===== src/rtl/shift_register_univ_pkg.sv =====
// Shared definitions for the universal shift register:
// operation encodings and the per-cell data-select type.
package shift_register_pkg;

  localparam logic [2:0] MODE_HOLD = 3'b000;
  localparam logic [2:0] MODE_SHL  = 3'b001;
  localparam logic [2:0] MODE_SHR  = 3'b010;
  localparam logic [2:0] MODE_LOAD = 3'b011;
  localparam logic [2:0] MODE_ROTL = 3'b100;
  localparam logic [2:0] MODE_ROTR = 3'b101;

  // Cell input select: keep, take lower
  // neighbour (bit i-1), upper neighbour
  // (bit i+1) or the parallel data bit.
  typedef enum logic [1:0] {
    SEL_HOLD = 2'd0,
    SEL_LO   = 2'd1,
    SEL_HI   = 2'd2,
    SEL_LOAD = 2'd3
  } sel_e;

endpackage


===== src/rtl/shift_register_univ_if.sv =====
// Control/data bundle of the universal shift register.
// master drives en/mode/sin_r/sin_l/pdata; slave returns q, serial outs, count, word_done.
interface shift_register_univ_if #(
  parameter int WIDTH = 4
);
  localparam int CW = $clog2(WIDTH + 1);

  logic             en;
  logic [2:0]       mode;
  logic             sin_r;
  logic             sin_l;
  logic [WIDTH-1:0] pdata;
  logic [WIDTH-1:0] q;
  logic             sout_msb;
  logic             sout_lsb;
  logic [CW-1:0]    shift_cnt;
  logic             word_done;

  modport master (
    output en, mode, sin_r, sin_l, pdata,
    input  q, sout_msb, sout_lsb,
    input  shift_cnt, word_done
  );

  modport slave (
    input  en, mode, sin_r, sin_l, pdata,
    output q, sout_msb, sout_lsb,
    output shift_cnt, word_done
  );

endinterface


===== src/rtl/shift_register_univ_cell.sv =====
// One storage bit: 4:1 mux (hold/lower/upper/load) into a flop.
// Ports: i_clk, i_rst_n (sync, active-low), i_sel, i_lo, i_hi, i_ld, o_q.
module shift_cell
  import shift_register_pkg::*;
#(
  parameter logic INIT_BIT = 1'b0
) (
  input  logic i_clk,
  input  logic i_rst_n,
  input  sel_e i_sel,
  input  logic i_lo,
  input  logic i_hi,
  input  logic i_ld,
  output logic o_q
);

  logic r_q;
  logic w_d;

  always_comb begin
    w_d = r_q;
    unique case (i_sel)
      SEL_LO:   w_d = i_lo;
      SEL_HI:   w_d = i_hi;
      SEL_LOAD: w_d = i_ld;
      default:  w_d = r_q;
    endcase
  end

  always_ff @(posedge i_clk) begin
    if (!i_rst_n) r_q <= INIT_BIT;
    else          r_q <= w_d;
  end

  assign o_q = r_q;

endmodule


===== src/rtl/shift_register_univ.sv =====
// Universal shift register: hold, shift, rotate, load, word counter.
// Ports: clk, rst_n (sync, active-low), bus (slave modport of shift_register_univ_if).
module shift_register_univ
  import shift_register_pkg::*;
#(
  parameter int               WIDTH = 4,
  parameter logic [WIDTH-1:0] INIT  = '0
) (
  input  logic                 clk,
  input  logic                 rst_n,
  shift_register_univ_if.slave bus
);

  localparam int CW = $clog2(WIDTH + 1);

  sel_e             w_sel;
  logic [WIDTH-1:0] w_q;
  logic [WIDTH-1:0] w_lo;
  logic [WIDTH-1:0] w_hi;
  logic             w_shift;
  logic             w_lo_edge;
  logic             w_hi_edge;
  logic [CW-1:0]    r_cnt;
  logic             r_wd;

  always_comb begin
    w_sel   = SEL_HOLD;
    w_shift = 1'b0;
    if (bus.en) begin
      unique case (bus.mode)
        MODE_SHL, MODE_ROTL: begin
          w_sel   = SEL_LO;
          w_shift = 1'b1;
        end
        MODE_SHR, MODE_ROTR: begin
          w_sel   = SEL_HI;
          w_shift = 1'b1;
        end
        MODE_LOAD: w_sel = SEL_LOAD;
        default:   w_sel = SEL_HOLD;
      endcase
    end
  end

  // Edge cells take the serial input, or the
  // opposite end of q when rotating.
  assign w_lo_edge = (bus.mode == MODE_ROTL)
                   ? w_q[WIDTH-1] : bus.sin_r;
  assign w_hi_edge = (bus.mode == MODE_ROTR)
                   ? w_q[0] : bus.sin_l;

  for (genvar i = 0; i < WIDTH; i++) begin : g_cell
    if (i == 0) begin : g_lo_edge
      assign w_lo[i] = w_lo_edge;
    end else begin : g_lo_mid
      assign w_lo[i] = w_q[i-1];
    end
    if (i == WIDTH - 1) begin : g_hi_edge
      assign w_hi[i] = w_hi_edge;
    end else begin : g_hi_mid
      assign w_hi[i] = w_q[i+1];
    end

    shift_cell #(
      .INIT_BIT (INIT[i])
    ) u_cell (
      .i_clk   (clk),
      .i_rst_n (rst_n),
      .i_sel   (w_sel),
      .i_lo    (w_lo[i]),
      .i_hi    (w_hi[i]),
      .i_ld    (bus.pdata[i]),
      .o_q     (w_q[i])
    );
  end

  // Counts operations, not position; the
  // WIDTH-th shift wraps and pulses word_done.
  always_ff @(posedge clk) begin
    if (!rst_n) begin
      r_cnt <= '0;
      r_wd  <= 1'b0;
    end else begin
      r_wd <= 1'b0;
      if (bus.en && bus.mode == MODE_LOAD) begin
        r_cnt <= '0;
      end else if (w_shift) begin
        if (r_cnt == CW'(WIDTH - 1)) begin
          r_cnt <= '0;
          r_wd  <= 1'b1;
        end else begin
          r_cnt <= r_cnt + CW'(1);
        end
      end
    end
  end

  assign bus.q         = w_q;
  assign bus.sout_msb  = w_q[WIDTH-1];
  assign bus.sout_lsb  = w_q[0];
  assign bus.shift_cnt = r_cnt;
  assign bus.word_done = r_wd;

endmodule


===== src/flat_wrapper.sv =====
// flat-port wrapper written by rule: the top's interface ports become plain ports
module shift_register_univ_flat import shift_register_pkg::*;
#(
  parameter int               WIDTH = 4,
  parameter logic [WIDTH-1:0] INIT  = '0
)
  (clk, rst_n, bus_en, bus_mode, bus_sin_r, bus_sin_l, bus_pdata, bus_q, bus_sout_msb, bus_sout_lsb, bus_shift_cnt, bus_word_done);
  shift_register_univ_if #(.WIDTH(WIDTH)) bus_i ();
  input  logic clk;
  input  logic rst_n;
  input wire logic [$bits(bus_i.en)-1:0] bus_en;
  input wire logic [$bits(bus_i.mode)-1:0] bus_mode;
  input wire logic [$bits(bus_i.sin_r)-1:0] bus_sin_r;
  input wire logic [$bits(bus_i.sin_l)-1:0] bus_sin_l;
  input wire logic [$bits(bus_i.pdata)-1:0] bus_pdata;
  output wire logic [$bits(bus_i.q)-1:0] bus_q;
  output wire logic [$bits(bus_i.sout_msb)-1:0] bus_sout_msb;
  output wire logic [$bits(bus_i.sout_lsb)-1:0] bus_sout_lsb;
  output wire logic [$bits(bus_i.shift_cnt)-1:0] bus_shift_cnt;
  output wire logic [$bits(bus_i.word_done)-1:0] bus_word_done;
  assign bus_i.en = bus_en;
  assign bus_i.mode = bus_mode;
  assign bus_i.sin_r = bus_sin_r;
  assign bus_i.sin_l = bus_sin_l;
  assign bus_i.pdata = bus_pdata;
  assign bus_q = bus_i.q;
  assign bus_sout_msb = bus_i.sout_msb;
  assign bus_sout_lsb = bus_i.sout_lsb;
  assign bus_shift_cnt = bus_i.shift_cnt;
  assign bus_word_done = bus_i.word_done;
  shift_register_univ #(.WIDTH(WIDTH), .INIT(INIT)) u_core (.clk(clk), .rst_n(rst_n), .bus(bus_i));
endmodule

===== config.mk =====
export PLATFORM = sky130hd
export DESIGN_NAME = shift_register_univ_flat
export DESIGN_NICKNAME = d
export VERILOG_FILES = /design/src/rtl/shift_register_univ_pkg.sv /design/src/rtl/shift_register_univ_if.sv /design/src/rtl/shift_register_univ_cell.sv /design/src/rtl/shift_register_univ.sv /design/src/flat_wrapper.sv
export SDC_FILE = /design/constraint.sdc
export NUM_CORES = 1
export LEC_CHECK = 0
export BUFFER_PORTS_ARGS = -buffer_cell sky130_fd_sc_hd__buf_4
export CAP_MARGIN = 30
export CORE_MARGIN = 3
export CORE_UTILIZATION = 40
export CTS_CLUSTER_SIZE = 25
export DETAILED_ROUTE_END_ITERATION = 16
export PLACE_DENSITY = 0.77
export SLEW_MARGIN = 25
export SYNTH_ARGS = -nofsm -noshare
export SYNTH_HDL_FRONTEND = slang
export SYNTH_SLANG_ARGS = --single-unit

===== constraint.sdc =====
create_clock -name clk -period 1.1 [get_ports clk]
set_input_delay 0.22 -clock clk [delete_from_list [all_inputs] [get_ports clk]]
set_output_delay 0.22 -clock clk [all_outputs]
set_load 0.02 [all_outputs]

Word level (Yosys, flattened, before mapping)
Index checks and enable logic that the tools add are counted.
{ "op_classes": {"add_sub_neg": 1, "n_eq_ne": 9, "muxes": 12, "bitwise": 2, "reduce_logical": 7} }
{ "op_table": {"columns": ["operator", "n"], "rows": [
  ["case mux 1 bit (3 select lines)", 4],
  ["equality test 3 x 2 -> 1 bit (second input constant)", 3],
  ["equality test 3 bit (second input constant)", 2],
  ["case mux 2 bit (3 select lines)", 1],
  ["OR reduction 2 bit", 3],
  ["two-way mux 1 bit", 5],
  ["equality test 2 bit (second input constant)", 2],
  ["OR reduction 4 bit", 1],
  ["adder 3 x 1 -> 3 bit (second input constant)", 1],
  ["equality test 3 x 1 -> 1 bit (second input constant)", 1],
  ["two-way mux 3 bit", 1],
  ["nonzero test 3 bit", 1],
  ["OR reduction 3 bit", 1],
  ["equality test 2 x 1 -> 1 bit (second input constant)", 1],
  ["two-way mux 2 bit", 1],
  ["NOT 1 bit", 2],
  ["logical AND 1 bit", 1]
]} }
{ "totals": {"ff_bits": 8, "out_inout_bits": 10, "word_cells": 37} }

Depth between registers and ports, before layout
Gate-level depths: netlist of run 1.
{ "logic_depth": {"word_depth": 6, "mapped_depth": 5} }

Cells and area by module
A second synthesis of run 1 with hierarchy kept.
{ "hier_totals": {"hier_cells": 44, "hier_area_um2": 469.2} }
{ "modules_own_cells": {"columns": ["module", "n_inst", "cells_each", "area_each_um2", "seq_area_each_um2"], "rows": [
  ["shift_register_univ", 1, 32, 274.0, 80.1],
  ["shift_cell", 4, 3, 48.8, 20.0]
]} }

Least setup slack after synthesis of run 1
OpenSTA, ideal clock, no wires.
{ "synth_path": {"path_type": "input-to-reg", "start": "in bus_mode[1]", "end": "reg u_core.r_cnt[0] (netlist: u_core.bus.shift_cnt[0])", "t_arrival_ns": 0.928, "setup_slack_ns": 0.058, "stages": 4, "cell_sequence": "or3_1 nand3_2 mux2i_1 nor2_1"} }
{ "synth_between": {"elab_chain_len": 4, "word_cells_on_any_way": 10, "classes_between": "eq/ne (5); mux (2); reduce/logical (3)"} }
{ "synth_lines": {"columns": ["element", "line", "rtl"], "rows": [
  ["start: declaration", "flat_wrapper.sv:12", "input wire logic [$bits(bus_i.mode)-1:0] bus_mode;"],
  ["equality test 3 x 1 -> 1 bit, or another cell as far along", "shift_register_univ.sv:30", "unique case (bus.mode)"],
  ["OR reduction 4 bit (no line)", null, null],
  ["two-way mux 1 bit", "shift_register_univ.sv:30", null],
  ["two-way mux 1 bit", "shift_register_univ.sv:29", "if (bus.en) begin"],
  ["end signal: assignment", "shift_register_univ.sv:92", "r_cnt <= r_cnt + CW'(1);"],
  ["end: declaration", "shift_register_univ.sv:23", "logic [CW-1:0] r_cnt;"]
]} }
Parallel ways exist; a longest one is shown, timed or not.
A chain may end at the register's enable or synchronous reset.

Final worst setup path of run 1
{ "layout_path": {"start": "reg u_core.r_cnt[0] (netlist: u_core.bus.shift_cnt[0])", "end": "out bus_shift_cnt[0]"} }
{ "layout_lines": {"columns": ["element", "line", "rtl"], "rows": [
  ["end: declaration", "flat_wrapper.sv:19", "output wire logic [$bits(bus_i.shift_cnt)-1:0] bus_shift_cnt;"]
]} }
No word-level cell between the ends.

==> impl_metrics.yaml, run 1 <==
cells_and_area:
  post-route-util: 0.646
  syn_to_final_growth_pct: 44.0
  diodes: 0
  nets: 108
  drive_gt1_frac: 0.441
global_route:
  grt_start_max_net_pins: 10
  grt_pass1_vias: 491
  gr-total-overflow: 0
  grt_pass1_wl_um: 2030
  grt_usage: 0.148
  grt_antenna_before_repair: 0
placement:
  io_buffers: 21
  gp_congestion: 0.816
  hpwl_um: 1000
  dp_slack_ps: -110
routing:
  drc: 0
  drt_iter0_markers: 7
  drt_wl_total_um: 1230
  vias: 521
  drtAntennaViolNets: 0
  drt_first_pass_iters: 3
  post_drt_wl_per_cell_um: 11.5
  routed_via_density: 4.87
synth:
  post_synth.cell_area_avg_um2: 7.96
  yosysSeqAreaShare: 0.305
  async_flop_share: 0
  syn-num-nets: 79
  synth_ff_type: "dfxtp_1"
  syn_area_um2: 526
  synth_cell_types: 28
  synth_edf_count: 0
  yosysWarnings: 0
  netlist_instances: 66
  ys_ff_latch: 8
worst_setup_path:
  end_kind: "output pin"
  crit_required_ps: 880
  crit_slowest_cell: "dfxtp_1"
  path_buf_inv: 1
  crit_chain: "buf_4"
  max_stage_delay_ps: 380
  crit_type: "flip-flop to output pin"
  start_kind: "flip-flop"
  worst-path-max-fanout: 4
  cp_top_family: "flip-flops"
  arrival_ps: 800
  r2r_slack_ps: 130
clock_network:
  ctsHoldBuffers: 0
  cts_buffer_depth: 2
  cts_tree: "built"
  cts-root-buf: "clkbuf_4"
  cts_sinks: 8
  ctsHtreeMaxLevel: 1
  cts_made_buffers: 3
  clk_latency_ps: 250
  clkSlewWorstSetupHoldPaths_ps: 60
pwr:
  seq_power_share: 0.416
  internal_power_uw: 557
  p_per_area_nw_per_um2: 1040
  leakage_nw: 0.354
  ir_worst_vdd_uv: 531
  clkPwrFrac: 0.282
  comb_power_share: 0.302
  p_sw_uw: 232
  switching_share: 0.294
timing:
  fin_crit_sh: 0.928
  slew-limit-headroom: 0.780
  clock.fmax_ghz: 0.979
  layout_min_cycle_time_ps: 1020
  report.final.slew_viol_count: 0
  finalHoldViolations: 0
  finalSetupViolCount: 0
  fin_worst_skew_ps: 8.12
  worstMarginPinSlew_ps: 328
  postLayoutSetupSlackWorst_ps: 78.8
  rsz0062_at_grt: "no"
hold_path:
  hold_class: "input port to flip-flop"
die:
  pin_count: 22
  die-area_um2: 1780
  core_area_um2: 1170
  initial_core_util: 0.449
  die_x_um: 42.2
  std_cell_rows: 12
  dieHeight_um: 42.2
status:
  status: "complete, no violations"
run:
  maxCapViolCount: 0
## power groups by stage
stage,Clock (mW),Sequential [mW],Combinational (mW)
6_report,0.223,0.329,0.238
5_1_grt,0.245,0.331,0.260
4_1_cts,0.226,0.327,0.239
3_5_place_dp,0,0.333,0.238
3_3_place_gp,0,0.332,0.234
2_1_floorplan,0,0.341,0.129
## sequential cells by signal (all words and copies together) (netlist names)
signal                    count
u_core.bus.word_done          1
u_core.bus.shift_cnt          3
u_core.g_cell.u_cell.o_q      4
## synth_stat cells, types with 2 or more instances
library cell / number / share of area
a211oi_1: 2 / 0.029
a21oi_1: 6 / 0.057
a31oi_1: 2 / 0.024
buf_4: 6 / 0.086
dfxtp_1: 8 / 0.30
inv_1: 4 / 0.029
mux2i_1: 2 / 0.038
nand2_1: 5 / 0.036
nor2_1: 5 / 0.036
o21ai_0: 2 / 0.019
o21ai_1: 7 / 0.067
## repair_timing
action,4_1_cts,5_1_grt
endpoints found under the setup margin,0,4
setup buffers,0,0
gates resized for setup,0,2
## final timing paths
path | start | endpoint | cells past startpoint
worst max register to register | u_core.bus.shift_cnt[0]$_SDFFE_PP0N_ | u_core.bus.word_done$_SDFF_PP0_ | 3
worst min-delay path | bus_en | u_core.g_cell[0].u_cell.o_q$_SDFFE_PN0P_ | 2
worst min register to register | u_core.bus.shift_cnt[2]$_SDFFE_PP0N_ | u_core.bus.word_done$_SDFF_PP0_ | 1
worst max-delay path | u_core.bus.shift_cnt[0]$_SDFFE_PP0N_ | bus_shift_cnt[0] | 1
## placed cells by master, fill, tap and decap left out, types with 2 or more instances in the layout
cell type   n
mux2i_1     2
dfxtp_1     6
o21ai_1     7
a211oi_1    2
nand2_1     5
clkbuf_4    3
o21ai_0     2
inv_1       4
a31oi_1     2
dfxtp_2     2
buf_4      30
a21oi_1     6
nor2_1      5
## layout make-up
class / instances / area, µm²
Clock buffer: 3 / 22.5
Fill cell: 108 / 414
Inverter: 4 / 15.0
Multi-Input combinational cell: 47 / 294
Sequential cell: 8 / 163
Tap cell: 14 / 17.5
Timing Repair Buffer: 31 / 245
## metal layers
layer,GRT usage,part of all wire
met1,0.179,0.46
met2,0.237,0.48
met3,0.0258,0.048
met4,0.0932,0.0081
met5,0,0
## through the flow
| stage | total power, mW | cell area, µm² | hold WS, ps | instances | setup TNS (ps) |
|---|---|---|---|---|---|
| 6_report | 0.790 | 757 | 191 | 107 | 0 |
| 5_1_grt | 0.837 | 757 | 198 | 107 | 0 |
| 2_1_floorplan | 0.470 | 526 | 321 | 66 | 0 |
| 4_1_cts | 0.793 | 754 | 200 | 107 | 0 |
| 3_5_place_dp | 0.571 | 732 | 467 | 104 | -387 |
| 3_3_place_gp | 0.566 | 732 | 452 | 104 | -293 |
## kinds of logic (layout without fill, tap and decap cells)
group,count (synthesis),count (layout),share of synthesized area
AOI/OAI and AO/OA,23,23,0.264
and+or+nand+nor,19,19,0.195
buffers and inverters,11,38,0.136
DFF,8,8,0.305
muxes,3,3,0.0595
adders and majority gates,1,1,0.0238
xor gates and xnor gates,1,1,0.0167
No activity file was read; power rests on OpenSTA's default activity.
==> run 2, diff against run 1 <==
--- a/config.mk
+++ b/config.mk
@@ -11,7 +11,7 @@
 export CORE_UTILIZATION = 40
 export CTS_CLUSTER_SIZE = 25
 export DETAILED_ROUTE_END_ITERATION = 16
-export PLACE_DENSITY = 0.77
+export PLACE_DENSITY = 0.71
 export SLEW_MARGIN = 25
 export SYNTH_ARGS = -nofsm -noshare
 export SYNTH_HDL_FRONTEND = slang
==> run 2 against run 1 <==
  * Routed wire length decreased by 3.6%
  * Sequential share of layout area increased by 0.36 points
  * Combinational power decreased by 2%
  * Clock skew decreased by 2.6 ps
  * Maximum frequency increased by 0.45%
  * Utilization decreased by 1.1 points
==> impl_metrics.yaml, run 2 (synthesis gave the netlist of run 1 again) <==
die:
  std_cell_rows: 12
  die_x_um: 42.2
  die-area_um2: 1780
  dieHeight_um: 42.2
  pin_count: 22
  core_area_um2: 1170
  initial_core_util: 0.449
pwr:
  ir_worst_vdd_uv: 575
  p_per_area_nw_per_um2: 1060
  leakage_nw: 0.350
routing:
  drt_first_pass_iters: 2
  drc: 0
  drt_wl_total_um: 1190
  wl_met2_um: 529
  post_drt_wl_per_cell_um: 11.1
  drtAntennaViolNets: 0
  top_layer_used: "met4"
  vias: 538
  routed_via_density: 5.03
  drt_iter0_markers: 4
  wl_met1_um: 562
  dr_wl_met3_um: 89
placement:
  dp_slack_ps: -128
  dpl_cell_area_um2: 719
  place_inst: 104
  gp_congestion: 0.727
  io_buffers: 21
worst_setup_path:
  crit_required_ps: 880
  cp_top_family: "flip-flops"
  end_kind: "output pin"
  crit_chain: "buf_4"
  max_stage_delay_ps: 380
  start_kind: "flip-flop"
  worst-path-max-fanout: 4
  crit_slowest_cell: "dfxtp_1"
  arrival_ps: 800
  crit_type: "flip-flop to output pin"
  path_buf_inv: 1
timing:
  slew-limit-headroom: 0.807
  finalSetupViolCount: 0
  clock.fmax_ghz: 0.984
  postLayoutSetupSlackWorst_ps: 83.4
  fin_worst_skew_ps: 5.56
  fin_crit_sh: 0.924
  finalHoldViolations: 0
  hold_slack_ps: 184
  layout_min_cycle_time_ps: 1020
  rsz0062_at_grt: "no"
  report.final.slew_viol_count: 0
  worstMarginPinSlew_ps: 287
cells_and_area:
  final_common_cell: "buf_4"
  fin_area_um2: 744
  largest_reg_flops: 4
  drive_gt1_frac: 0.441
  layout_common_cells: "buf_4 (31), o21ai_1 (7), a21oi_1 (6), dfxtp_1 (6)"
  diodes: 0
  syn_to_final_growth_pct: 41.7
  nets: 108
  layoutNonFillerInstCount: 107
clock_network:
  cts_made_buffers: 3
  clkSlewWorstSetupHoldPaths_ps: 60
  cts_buffer_depth: 2
  cts_tree: "built"
  cts-root-buf: "clkbuf_4"
  cts_setup_buffers: 0
  cts_sinks: 8
  ctsHtreeMaxLevel: 1
  clk_latency_ps: 260
run:
  maxCapViolCount: 0
global_route:
  grt_usage: 0.153
  grt_pass1_vias: 503
  gr-total-overflow: 0
  grt_start_max_net_pins: 10
  grt_antenna_before_repair: 0
  grt_pass1_wl_um: 2130
status:
  status: "complete, no violations"
hold_path:
  hold_class: "input port to flip-flop"
## run 2: changes by cell type in the layout (fill, tap and decap cells not counted)
| cell | previous run | this run |
|---|---|---|
| buf_4 | 30 | 31 |
| buf_12 | 1 | 0 |
## run 2: cell type report
cell class | instances | area (µm²)
Fill cell | 124 | 427
Tap cell | 14 | 17.5
Inverter | 4 | 15.0
Clock buffer | 3 | 22.5
Multi-Input combinational cell | 47 | 294
Timing Repair Buffer | 31 | 233
Sequential cell | 8 | 163
## run 2: routing by layer
| metal | vias to the layer above | GRT usage |
|---|---|---|
| li1 | 284 | - |
| met1 | 236 | 0.206 |
| met2 | 16 | 0.225 |
| met3 | 2 | 0.0644 |
| met4 | 0 | 0.0373 |
| met5 | - | 0 |
## run 2: power by group
group / total (mW) / switching (mW) / internal [mW]
clock network: 0.231 / 0.105 / 0.125
registers: 0.327 / 0.0186 / 0.309
logic: 0.233 / 0.113 / 0.120
## run 2: what timing repair did
action,in CTS,in global routing
hold buffers,0,0
resized for setup,0,2
endpoints found under the hold margin,0,0
setup endpoints to repair,0,5
## run 2: worst paths after layout
path	startpoint	endpoint	slack, ps	cells after the start
max	u_core.g_cell[2].u_cell.o_q$_SDFFE_PN0P_	bus_q[2]	80	1
min	bus_en	u_core.g_cell[0].u_cell.o_q$_SDFFE_PN0P_	180	2
max reg2reg	u_core.bus.shift_cnt[0]$_SDFFE_PP0N_	u_core.bus.word_done$_SDFF_PP0_	130	3
min reg2reg	u_core.bus.shift_cnt[2]$_SDFFE_PP0N_	u_core.bus.word_done$_SDFF_PP0_	460	1
## run 2: metrics by stage
stage	power (mW)	TNS, ps	utilization
3_3_place_gp	0.563	-367	0.614
5_1_grt	0.847	0	0.636
6_report	0.791	0	0.636
3_5_place_dp	0.566	-448	0.614
2_1_floorplan	0.470	0	-
4_1_cts	0.808	0	0.634
